## src/rtl/div_iter_pkg.sv

```systemverilog
// Shared definitions for the iterative divider: state encoding, ready levels, default width.
package div_iter_pkg;

  localparam int DIV_DATA_W = 32;

  typedef enum logic [1:0] {
    DIV_IDLE = 2'd0,
    DIV_BUSY = 2'd1,
    DIV_DONE = 2'd2
  } div_state_e;

  localparam logic DIV_RESULT_READY     = 1'b1;
  localparam logic DIV_RESULT_NOT_READY = 1'b0;

endpackage

```

## src/rtl/div_iter_if.sv

```systemverilog
// Divide handshake between EX (master) and div_iter (slave).
// annul_i exists only when DIV_ANNUL_EN is defined.
interface div_iter_if
  import div_iter_pkg::*;
#(
  parameter int DATA_W = DIV_DATA_W
) ();

  logic                  start_i;
  logic                  signed_div_i;
  logic [DATA_W-1:0]     opdata1_i;
  logic [DATA_W-1:0]     opdata2_i;
`ifdef DIV_ANNUL_EN
  logic                  annul_i;
`endif
  logic [2*DATA_W-1:0]   result_o;
  logic                  ready_o;

  modport master (
    output start_i, signed_div_i, opdata1_i, opdata2_i,
`ifdef DIV_ANNUL_EN
    output annul_i,
`endif
    input  result_o, ready_o
  );

  modport slave (
    input  start_i, signed_div_i, opdata1_i, opdata2_i,
`ifdef DIV_ANNUL_EN
    input  annul_i,
`endif
    output result_o, ready_o
  );

endinterface

```

## src/rtl/div_iter_step.sv

```systemverilog
// One restoring division iteration: shift {rem,quo} left, subtract divisor when it fits.
module div_step #(
  parameter int DATA_W = 32
) (
  input  logic [DATA_W-1:0] rem,
  input  logic [DATA_W-1:0] quo,
  input  logic [DATA_W-1:0] divisor,
  output logic [DATA_W-1:0] rem_n,
  output logic [DATA_W-1:0] quo_n
);

  logic [DATA_W:0] rem_sh;

  always_comb begin
    rem_sh = {rem, quo[DATA_W-1]};
    quo_n  = {quo[DATA_W-2:0], 1'b0};
    rem_n  = rem_sh[DATA_W-1:0];
    // Compare on DATA_W+1 bits; the difference always fits DATA_W since it is below divisor.
    if (rem_sh >= {1'b0, divisor}) begin
      rem_n    = rem_sh[DATA_W-1:0] - divisor;
      quo_n[0] = 1'b1;
    end
  end

endmodule

```

## src/rtl/div_iter.sv

```systemverilog
// Iterative radix-2 restoring divider (DIV/DIVU), result_o = {remainder, quotient}.
// Optional abort via annul_i when DIV_ANNUL_EN is defined.
module div_iter
  import div_iter_pkg::*;
#(
  parameter int DATA_W = DIV_DATA_W
) (
  input logic       clk,
  input logic       rst,
  div_iter_if.slave bus
);

  localparam int CNT_W = $clog2(DATA_W);

  div_state_e        state, state_n;
  logic [CNT_W-1:0]  cnt;
  logic [DATA_W-1:0] rem, quo, divisor;
  logic [DATA_W-1:0] rem_n, quo_n;
  logic [DATA_W-1:0] abs1, abs2, rem_fix, quo_fix;
  logic              sign_q, sign_r;
  logic              s1, s2;
  logic              annul;
  logic              accept, zero_div, finish, step;

`ifdef DIV_ANNUL_EN
  assign annul = bus.annul_i;
`else
  assign annul = 1'b0;
`endif

  div_step #(.DATA_W(DATA_W)) u_step (
    .rem     (rem),
    .quo     (quo),
    .divisor (divisor),
    .rem_n   (rem_n),
    .quo_n   (quo_n)
  );

  always_comb begin
    s1      = bus.signed_div_i & bus.opdata1_i[DATA_W-1];
    s2      = bus.signed_div_i & bus.opdata2_i[DATA_W-1];
    abs1    = s1 ? -bus.opdata1_i : bus.opdata1_i;
    abs2    = s2 ? -bus.opdata2_i : bus.opdata2_i;
    rem_fix = sign_r ? -rem_n : rem_n;
    quo_fix = sign_q ? -quo_n : quo_n;
  end

  always_ff @(posedge clk or posedge rst) begin
    if (rst) state <= DIV_IDLE;
    else     state <= state_n;
  end

  always_comb begin
    state_n  = state;
    accept   = 1'b0;
    zero_div = 1'b0;
    finish   = 1'b0;
    step     = 1'b0;
    case (state)
      DIV_IDLE: begin
        if (bus.start_i && !annul) begin
          if (bus.opdata2_i == '0) begin
            zero_div = 1'b1;
            state_n  = DIV_DONE;
          end else begin
            accept  = 1'b1;
            state_n = DIV_BUSY;
          end
        end
      end
      DIV_BUSY: begin
        if (annul) begin
          state_n = DIV_IDLE;
        end else begin
          step = 1'b1;
          if (cnt == CNT_W'(DATA_W - 1)) begin
            finish  = 1'b1;
            state_n = DIV_DONE;
          end
        end
      end
      DIV_DONE: state_n = DIV_IDLE;
      default:  state_n = DIV_IDLE;
    endcase
  end

  always_ff @(posedge clk or posedge rst) begin
    if (rst) begin
      cnt          <= '0;
      rem          <= '0;
      quo          <= '0;
      divisor      <= '0;
      sign_q       <= 1'b0;
      sign_r       <= 1'b0;
      bus.result_o <= '0;
      bus.ready_o  <= DIV_RESULT_NOT_READY;
    end else begin
      bus.ready_o <= DIV_RESULT_NOT_READY;
      if (zero_div) begin
        bus.result_o <= {bus.opdata1_i, {DATA_W{1'b1}}};
        bus.ready_o  <= DIV_RESULT_READY;
      end
      if (accept) begin
        rem     <= '0;
        quo     <= abs1;
        divisor <= abs2;
        sign_q  <= s1 ^ s2;
        sign_r  <= s1;
        cnt     <= '0;
      end
      if (step) begin
        rem <= rem_n;
        quo <= quo_n;
        cnt <= cnt + CNT_W'(1);
      end
      if (finish) begin
        bus.result_o <= {rem_fix, quo_fix};
        bus.ready_o  <= DIV_RESULT_READY;
      end
    end
  end

endmodule
```

## src/flat_wrapper.sv

```systemverilog
// flat-port wrapper written by rule: the top's interface ports become plain ports
module div_iter_flat import div_iter_pkg::*;
#(
  parameter int DATA_W = DIV_DATA_W
)
  (clk, rst, bus_start_i, bus_signed_div_i, bus_opdata1_i, bus_opdata2_i, bus_result_o, bus_ready_o);
  div_iter_if #(.DATA_W(DATA_W)) bus_i ();
  input logic clk;
  input logic rst;
  input wire logic [$bits(bus_i.start_i)-1:0] bus_start_i;
  input wire logic [$bits(bus_i.signed_div_i)-1:0] bus_signed_div_i;
  input wire logic [$bits(bus_i.opdata1_i)-1:0] bus_opdata1_i;
  input wire logic [$bits(bus_i.opdata2_i)-1:0] bus_opdata2_i;
  output wire logic [$bits(bus_i.result_o)-1:0] bus_result_o;
  output wire logic [$bits(bus_i.ready_o)-1:0] bus_ready_o;
  assign bus_i.start_i = bus_start_i;
  assign bus_i.signed_div_i = bus_signed_div_i;
  assign bus_i.opdata1_i = bus_opdata1_i;
  assign bus_i.opdata2_i = bus_opdata2_i;
  assign bus_result_o = bus_i.result_o;
  assign bus_ready_o = bus_i.ready_o;
  div_iter #(.DATA_W(DATA_W)) u_core (.clk(clk), .rst(rst), .bus(bus_i));
endmodule
```

## config.mk

```make
export PLATFORM = sky130hd
export DESIGN_NAME = div_iter_flat
export DESIGN_NICKNAME = d
export VERILOG_FILES = /design/src/rtl/div_iter_pkg.sv /design/src/rtl/div_iter_if.sv /design/src/rtl/div_iter_step.sv /design/src/rtl/div_iter.sv /design/src/flat_wrapper.sv
export SDC_FILE = /design/constraint.sdc
export NUM_CORES = 1
export LEC_CHECK = 0
export BUFFER_PORTS_ARGS = -buffer_cell sky130_fd_sc_hd__buf_2
export CORE_MARGIN = 4
export CORE_UTILIZATION = 50
export CTS_CLUSTER_SIZE = 20
export DETAILED_ROUTE_END_ITERATION = 8
export PLACE_DENSITY_LB_ADDON = 0.25
export RECOVER_POWER = 50
export SYNTH_ARGS = -nofsm -noshare
export SYNTH_HDL_FRONTEND = slang
export SYNTH_SLANG_ARGS = --single-unit
export TNS_END_PERCENT = 30
```

## constraint.sdc

```tcl
create_clock -name clk -period 12.7 [get_ports clk]
set_clock_uncertainty 0.1 [all_clocks]
set_input_delay 1.905 -clock clk [delete_from_list [all_inputs] [get_ports clk]]
set_output_delay 1.905 -clock clk [all_outputs]
set_load 0.02 [all_outputs]
```

---- Yosys cells after proc, flatten, opt, wreduce, memory -nomap -nowiden ----
Index checks and enable logic that the tools add are counted.
Widths: inputs -> output; s select.
word-level totals
  bits in registers ....................... 170
  output and inout port bits .............. 65
  logic and storage cells ................. 57
cells by class
  add/sub/neg operators ................... 6
  $lt $le $gt $ge ......................... 1
  equal/unequal tests ..................... 4
  muxes and demuxes ....................... 29
  bitwise gates (word level) .............. 3
  reductions and logical operators ........ 5
operators by type and width
  operator             number
  $mux 32              9
  $mux 64              2
  $neg 32->32          4
  $ge 33x32->1         1
  $logic_not 32->1     1
  $sub 32x32->32       1
  $mux 1               12
  $mux 5               2
  $mux 2               3
  $add 5x1->5 const B  1
  $eq 5x5->1 const B   1
  $pmux 2 s2           1
  $reduce_bool 2->1    2
  $and 1x1->1          2
  $eq 2x1->1 const B   1
  $logic_not 2->1      1
  $ne 2x1->1 const B   1
  $ne 2x2->1 const B   1
  $reduce_and 2->1     1
  $xor 1x1->1          1

---- Longest topological paths before layout ----
Gate-level depths: netlist of run 1.
  depth in word-level cells ............... 6
  mapped depth ............................ 23
  mapped depth without buffers ............ 18

---- Cells and area by module ----
A second synthesis of run 1 with hierarchy kept.
second synthesis, totals
  cells, all modules ...................... 1394
  area, all modules ....................... 11949.0 sq um
by module, submodules not included
  module    times used  cells each  area an instance (sq um)  sequential area each (sq um)
  div_iter  1           1040        9385.3                    4254.1
  div_step  1           354         2563.7                    0.0

---- Worst setup path after synthesis of run 1 ----
Ideal clock, no wire load.
  path kind ............................... reg-to-reg
  start point ............................. reg u_core.rem[21]
  end point ............................... reg u_core.bus.result_o[56]
  arrival ................................. 4764 ps
  path slack .............................. 7718 ps
  stages on the path, launching flop included .. 23
  cell sequence ........................... dfrtp_1 ha_1 buf_2 nand4_2 or3_4 or3_4 a2111oi_4 or3_1 buf_6 buf_8 buf_4 buf_2 nand2_1 o21ai_0 ha_1 nand2b_1 or3b_2 nor4_1 o211ai_4 nor3_4 nor2_1 xnor2_1 a21o_1
on the way
  longest elaborated chain between the ends .. 5
RTL lines
  what                                                   RTL line                                  source
  start: declaration                                     div_iter.sv:17                            logic [DATA_W-1:0] rem, quo, divisor;
  start signal: assignment                               div_iter.sv:112                           rem <= rem_n;
  $sub 32x32->32 / $ge 33x32->1 (equally long branches)  div_iter_step.sv:20, div_iter_step.sv:19
  $mux 32 *                                              div_iter_step.sv:19                       if (rem_sh >= {1'b0, divisor}) begin
  $neg 32->32                                            div_iter.sv:44                            rem_fix = sign_r ? -rem_n : rem_n;
  $mux 32 *                                              div_iter.sv:44
  $mux 64 *                                              div_iter.sv:116                           if (finish) begin
  end signal: assignment                                 div_iter.sv:100                           bus.result_o <= {bus.opdata1_i, {DATA_W{1'b1}}};
  end signal: assignment                                 div_iter.sv:117                           bus.result_o <= {rem_fix, quo_fix};
  end: declaration                                       div_iter_if.sv:32                         output result_o, ready_o
Mark *: on every way between the ends. The rest lies on a longest branch, timed or not.
A chain may end at the register's enable or synchronous reset.

==> results.md, run 1 <==
* Synthesis-to-finish area growth at 9.83%
* Most common cell after layout, fill and taps aside: dfrtp_1
* Post-route ant nets at 0
* CTS tree: done
* WL final at 32.2 mm
* End of the worst hold path: u_core.divisor[23]
* Post-CTS sizing at 0
* CTS sink cnt at 170
* R2R depth at 18
* # diodes at 0
* Max Root-Sink Buffers at 2
* Part of the power in registers at 0.249
* EDFF count, synth at 0
* Prevailing post-synth register cell: dfrtp_1
* Internal Power at 0.00215 W
* Cell Pwr Density at 328 nW/um^2
* Largest net degree at the start of global routing at 104
* Clock power frac at 0.117
* #FFs+latches synth at 170
* Post-layout util at 0.563
* P_leak at 5.43 nW
* Outcome: complete, but fails checks
* FFs w/ async S/R, synth at 1.00
* Power, Total at 0.00438 W
* Net Switching at 0.00223 W
* Layout Nets at 1592
* Drt pass-1 iters at 6
* Clock-pin slew on the worst setup and hold paths at 0.07 ns
* Initial core utilization at 0.513
* Slew HR at -1.94
* CP endpoint kind: asynchronous set/reset pin
* Crit share post-route at 0.602
* Count of unique library cells instantiated by Yosys at 88
* Antenna violations before repair at 1
* RSZ-0062 raised after global routing: false
* Mapped Avg Cell Area at 8.58 sq um
* Setup bufs post-CTS at 0
* Max stage delay on crit path at 2.75 ns
* Via count at 10.6k
* Hold Crit Start: u_core.divisor[23]
* CP Data Required Time at 12.30 ns
* GRT Total Usage at 0.240
* Mapped cell area at 12100 sq um
* Final Critical Period at 7.64 ns
* Root Buffer: clkbuf_16
* WHS Path Cells at 2
* H-tree levels at 4
* Critical Path Source Type: input port
* Boundary Pins at 133
* Detailed Route Iter0 Violations at 795
* Final hold vios at 0
* Hold Crit Class: register to register
* Hold buffer count at CTS at 0
* Number of global-route vias before repair at 9902
* Die width at 164 um
* Max-Cap Viols at 2
* Most frequent cells in the layout: dfrtp_1, nand2_1, o21ai_0, nor2_1, a21oi_1
* Cells after synthesis at 1416
* FF-to-FF End: u_core.bus.result_o[62]
* Fraction of layout cells with a size suffix above 1 at 0.104
* Setup TNS at 0 ns
* Crit path max fanout at 100
* Synth Warn # at 0
* Worst Path Arrival at 7.24 ns
* Die Area at 26800 sq um
* Reg-to-reg setup timing slack at 6.73 ns
* Fmax at 0.131 GHz
* Die height at 164 um
* Port Buffers at 132
* Switching part of the total at 0.510
* Gpl congestion at 0.941
* Peak supply drop at 0.109 mV
* Gate power share at 0.634
* GRT overflow at 0
* First-pass GRT wire length at 51.9 mm
* Drc violations at 0
* Setup Crit Path Kind: input port to asynchronous set/reset pin
* DP HPWL at 24.2 mm
* Core area at 23700 sq um
* Cell chain of the critical path: buf_2 -> clkinvlp_2 -> clkbuf_1
* Worst-margin pin slew at 4.39 ns
* Wire per inst at 17.7 um
* Fillcell total at 2260
* Highest-delay cell along the critical path: clkbuf_1
* Clk Latency, worst-skew pair at 0.44 ns
* Max-slew violation count at 173
* DR vias/cell at 5.85
* Sequential area share after synthesis at 0.350
* Endpoints failing setup at 0
* Synthesized net count at 1523
* Site Rows at 56
* R2R Path Start: u_core.rem[21]
* Failing checks: max-capacitance violations, max-slew violations
* Cts bufs inserted at 17
-- metrics by stage --
stage	hold slack (ns)	area, sq um	cells	setup WS [ns]
finish	0.381	13300	1817	5.06
global route	0.410	13300	1817	3.67
CTS	0.388	13400	1817	6.78
detailed placement	0.372	12800	1785	6.74
global placement	0.353	12800	1785	6.76
floorplan	0.339	12100	1416	6.09
-- cells in the mapped netlist, drive strengths merged, types with 8 or more instances --
cell type	instances	area (sq um)
dfrtp	170	4250
o21ai	133	669
nand2	129	484
a21oi	115	583
nor2	115	432
xor2	83	727
xnor2	58	508
nor3	51	277
clkbuf	49	185
inv	48	185
nand3	47	235
mux2i	42	437
buf	40	246
ha	38	475
a221o	31	310
o31ai	28	238
or3	23	154
nor4	17	125
nand2b	15	93.8
a211oi	14	118
nand4	14	93.8
nor2b	12	82.6
and2	11	68.8
o21a	11	82.6
o41ai	11	96.3
a31oi	10	83.8
or4	9	71.3
a21o	8	60.1
-- routing by layer --
| metal | up-vias | track usage | wire length [um] |
|---|---|---|---|
| met1 | 5027 | 0.340 | 15200 |
| met2 | 302 | 0.389 | 14500 |
| met5 | - | 0 | 13 |
| met4 | 2 | 0.0629 | 650 |
| li1 | 5250 | - | - |
| met3 | 49 | 0.0356 | 1810 |
-- layout make-up --
cell class	instances	area, sq um	area share
clock inverter	14	151	0.0113
tap	319	399	0.0299
clock buffer	18	429	0.0322
timing repair buffer	139	628	0.0471
multi-input combinational	1109	7290	0.547
sequential	170	4250	0.319
inverter	48	186	0.0140
-- power by group through the flow --
stage               logic [W]  clock network [W]  registers, W
global route          0.00307           0.000547       0.00113
finish                0.00278           0.000512       0.00109
floorplan             0.00209                  0       0.00113
global placement      0.00274                  0       0.00108
detailed placement    0.00278                  0       0.00109
CTS                   0.00279           0.000523       0.00108
-- critical path, delay by kind of cell --
family / cells / cell delay, ns
buffers and inverters: 3 / 5.27
-- kinds of logic after synthesis --
kind of cell             count (synthesis)  synth area share
multiplexers                            49            0.0424
AND/OR/NAND/NOR                        469             0.191
flip-flops                             170             0.350
AO/OA/AOI/OAI                          411             0.223
adder cells (fa/ha/maj)                 39            0.0408
buffers and inverters                  137            0.0508
XOR/XNOR                               141             0.102
-- worst max path at each step --
| stage | depth (start not counted) | endpoint | start |
|---|---|---|---|
| 2_1_floorplan | 1 | u_core.bus.ready_o | rst |
| 3_3_place_gp | 12 | u_core.cnt[2] | bus_opdata2_i[9] |
| 3_5_place_dp | 12 | u_core.cnt[2] | bus_opdata2_i[9] |
| 4_1_cts | 18 | u_core.bus.result_o[62] | u_core.rem[20] |
| 5_1_grt | 3 | u_core.divisor[11] | rst |
| 6_report | 3 | u_core.divisor[16] | rst |
-- state kept, by name (all words and copies together), names as in the netlist --
| name | flops |
|---|---|
| u_core.bus.result_o | 64 |
| u_core.divisor | 32 |
| u_core.quo | 32 |
| u_core.rem | 32 |
| u_core.cnt | 5 |
| u_core.state | 2 |
| u_core.bus.ready_o | 1 |
| u_core.sign_q | 1 |
| u_core.sign_r | 1 |
No activity file was read; power rests on OpenSTA's default activity.
==> inputs of run 2 (changes only) <==
==> constraint.sdc (replaced) <==
create_clock -name clk -period 7.81 [get_ports clk]
set_clock_uncertainty 0.1 [all_clocks]
set_input_delay 1.1715 -clock clk [delete_from_list [all_inputs] [get_ports clk]]
set_output_delay 1.1715 -clock clk [all_outputs]
set_load 0.02 [all_outputs]
==> run 2 against run 1 <==
Effect of this change: clock power up 64%; critical path type is now register to register; wire length grew 2.4%; non-clock buffer count unchanged; sequential power is 62% higher; via count is 1.4% higher; the flow still finishes with violations (max-capacitance violations, max-slew violations); count of clock-buffer cells in the layout did not move; first-iteration DRC count increased by 8.6%.
==> results.md, run 2 (same netlist as run 1, synthesis figures left out) <==
* Outcome: complete, but fails checks
* Failing checks: max-capacitance violations, max-slew violations
* Peak supply drop at 0.246 mV
* Cts bufs inserted at 17
* Synthesis-to-finish area growth at 9.83%
* Drt pass-1 iters at 6
* Final hold vios at 0
* Detailed Route Iter0 Violations at 863
* CTS sink cnt at 170
* Hold Crit Class: register to register
* Max-Cap Viols at 2
* Max Root-Sink Buffers at 2
* CP bufs+invs at 1
* Hold buffer count at CTS at 0
* Via count at 10.8k
* Max-slew violation count at 173
* Core area at 23700 sq um
* Net Switching at 0.00372 W
* Fmax at 0.175 GHz
* Fraction of layout cells with a size suffix above 1 at 0.105
* Number of global-route vias before repair at 10.2k
* Antenna violations before repair at 1
* Worst-margin pin slew at 4.75 ns
* Die width at 164 um
* Internal Power at 0.00349 W
* Post-route ant nets at 0
* WL final at 33.0 mm
* CTS tree: done
* CP endpoint kind: register
* Crit path max fanout at 35
* Drc violations at 0
* Cell Pwr Density at 541 nW/um^2
* Largest net degree at the start of global routing at 108
* Clk Latency, worst-skew pair at 0.44 ns
* First-pass GRT wire length at 53.4 mm
* Final Critical Period at 5.71 ns
* Most common cell after layout, fill and taps aside: dfrtp_1
* P_leak at 5.43 nW
* Setup Crit Path Kind: register to register
* Site Rows at 56
* Critical path's top delay family: simple AND/OR/NAND/NOR gates
* DP HPWL at 24.5 mm
* Power, Total at 0.00722 W
* Part of the power in registers at 0.245
* Boundary Pins at 133
* # diodes at 0
* Fillcell total at 2238
* Gate power share at 0.639
* Setup bufs post-CTS at 0
* RSZ-0062 raised after global routing: false
* Switching part of the total at 0.516
* Critical Path Source Type: register
* Die Area at 26800 sq um
* H-tree levels at 4
* Initial core utilization at 0.513
* Clock-pin slew on the worst setup and hold paths at 0.08 ns
* Largest Register: u_core.bus.result_o
* Worst Path Arrival at 5.95 ns
* Port Buffers at 132
* Wire per inst at 18.2 um
* Die height at 164 um
* Setup TNS at 0 ns
* GRT Total Usage at 0.247
* Highest-delay cell along the critical path: or3_2
* CP Data Required Time at 8.05 ns
* Post-CTS sizing at 0
* Layout Nets at 1592
* Endpoints failing setup at 0
* Cell chain of the critical path: ha_1 -> nand4_2 -> or3_4 -> or3_4 -> a2111oi_4 -> or3_2 -> inv_6 -> mux2i_1 -> ha_1 -> nand2b_1 -> or3b_2 -> nor4_1 -> o211ai_4 -> nor3_4 -> nor2_1 -> xnor2_1 -> a21o_1
* Max stage delay on crit path at 0.59 ns
* Gpl congestion at 0.954
* Slew HR at -2.18
* Root Buffer: clkbuf_16
* Crit share post-route at 0.732
* DR vias/cell at 5.93
* Most frequent cells in the layout: dfrtp_1, nand2_1, o21ai_0, nor2_1, a21oi_1
* GRT overflow at 0
* Max FFs per register at 64
* Clock power frac at 0.117
[run 2: routing by layer]
metal,global-route usage,routed length [um],part of all wire
met3,0.0316,1910,0.058
met5,0,13,0.00039
met1,0.354,15500,0.47
met4,0.0637,432,0.013
met2,0.397,15200,0.46
[run 2: worst paths after layout]
| check | from | depth (start not counted) | endpoint | slack [ns] |
|---|---|---|---|---|
| setup / recovery | u_core.rem[21] | 17 | u_core.bus.result_o[56] | 2.10 |
| hold / removal | u_core.divisor[21] | 2 | u_core.divisor[21] | 0.39 |
| setup reg to reg | u_core.rem[21] | 17 | u_core.bus.result_o[56] | 2.10 |
| max in group asynchronous | rst | 3 | u_core.divisor[3] | 2.42 |
| min in group asynchronous | rst | 2 | u_core.bus.result_o[29] | 2.07 |
| hold reg to reg | u_core.divisor[21] | 2 | u_core.divisor[21] | 0.39 |
[run 2: cell type report]
class | instances | area (sq um) | share of cell area
clock inverters | 14 | 150 | 0.0113
inverters | 48 | 186 | 0.0140
flip-flops and latches | 170 | 4250 | 0.319
well taps | 319 | 399 | 0.0299
repair buffers | 139 | 629 | 0.0472
clock buffers | 18 | 429 | 0.0322
multi-input cells | 1109 | 7290 | 0.547
[run 2: worst register-to-register path: stages, from the launching register on]
cell and delay, ns:
dfrtp_1 0.42, ha_1 0.47, nand4_2 0.18, or3_4 0.43, or3_4 0.36, a2111oi_4 0.20
or3_2 0.59, inv_6 0.29, mux2i_1 0.31, ha_1 0.26, nand2b_1 0.11, or3b_2 0.47
nor4_1 0.57, o211ai_4 0.18, nor3_4 0.27, nor2_1 0.08, xnor2_1 0.15, a21o_1 0.18
[run 2: per-stage QoR]
| step | area (sq um) | setup WS, ns | utilization | hold WS (ns) | instances |
|---|---|---|---|---|---|
| floorplan | 12100 | 1.94 | - | 0.339 | 1416 |
| global placement | 12800 | 2.31 | 0.542 | 0.360 | 1785 |
| finish | 13300 | 2.10 | 0.563 | 0.385 | 1817 |
| detailed placement | 12800 | 2.16 | 0.542 | 0.371 | 1785 |
| CTS | 13400 | 2.15 | 0.567 | 0.387 | 1817 |
| global route | 13300 | 1.48 | 0.563 | 0.406 | 1817 |
[run 2: power by group through the flow]
| stage | Clock [W] | Sequential (W) | Combinational (W) |
|---|---|---|---|
| after floorplan | 0 | 0.00184 | 0.00339 |
| after global placement | 0 | 0.00175 | 0.00452 |
| after detailed placement | 0 | 0.00176 | 0.00457 |
| after CTS | 0.000852 | 0.00175 | 0.00460 |
| after global routing | 0.000890 | 0.00183 | 0.00508 |
| final | 0.000841 | 0.00177 | 0.00461 |
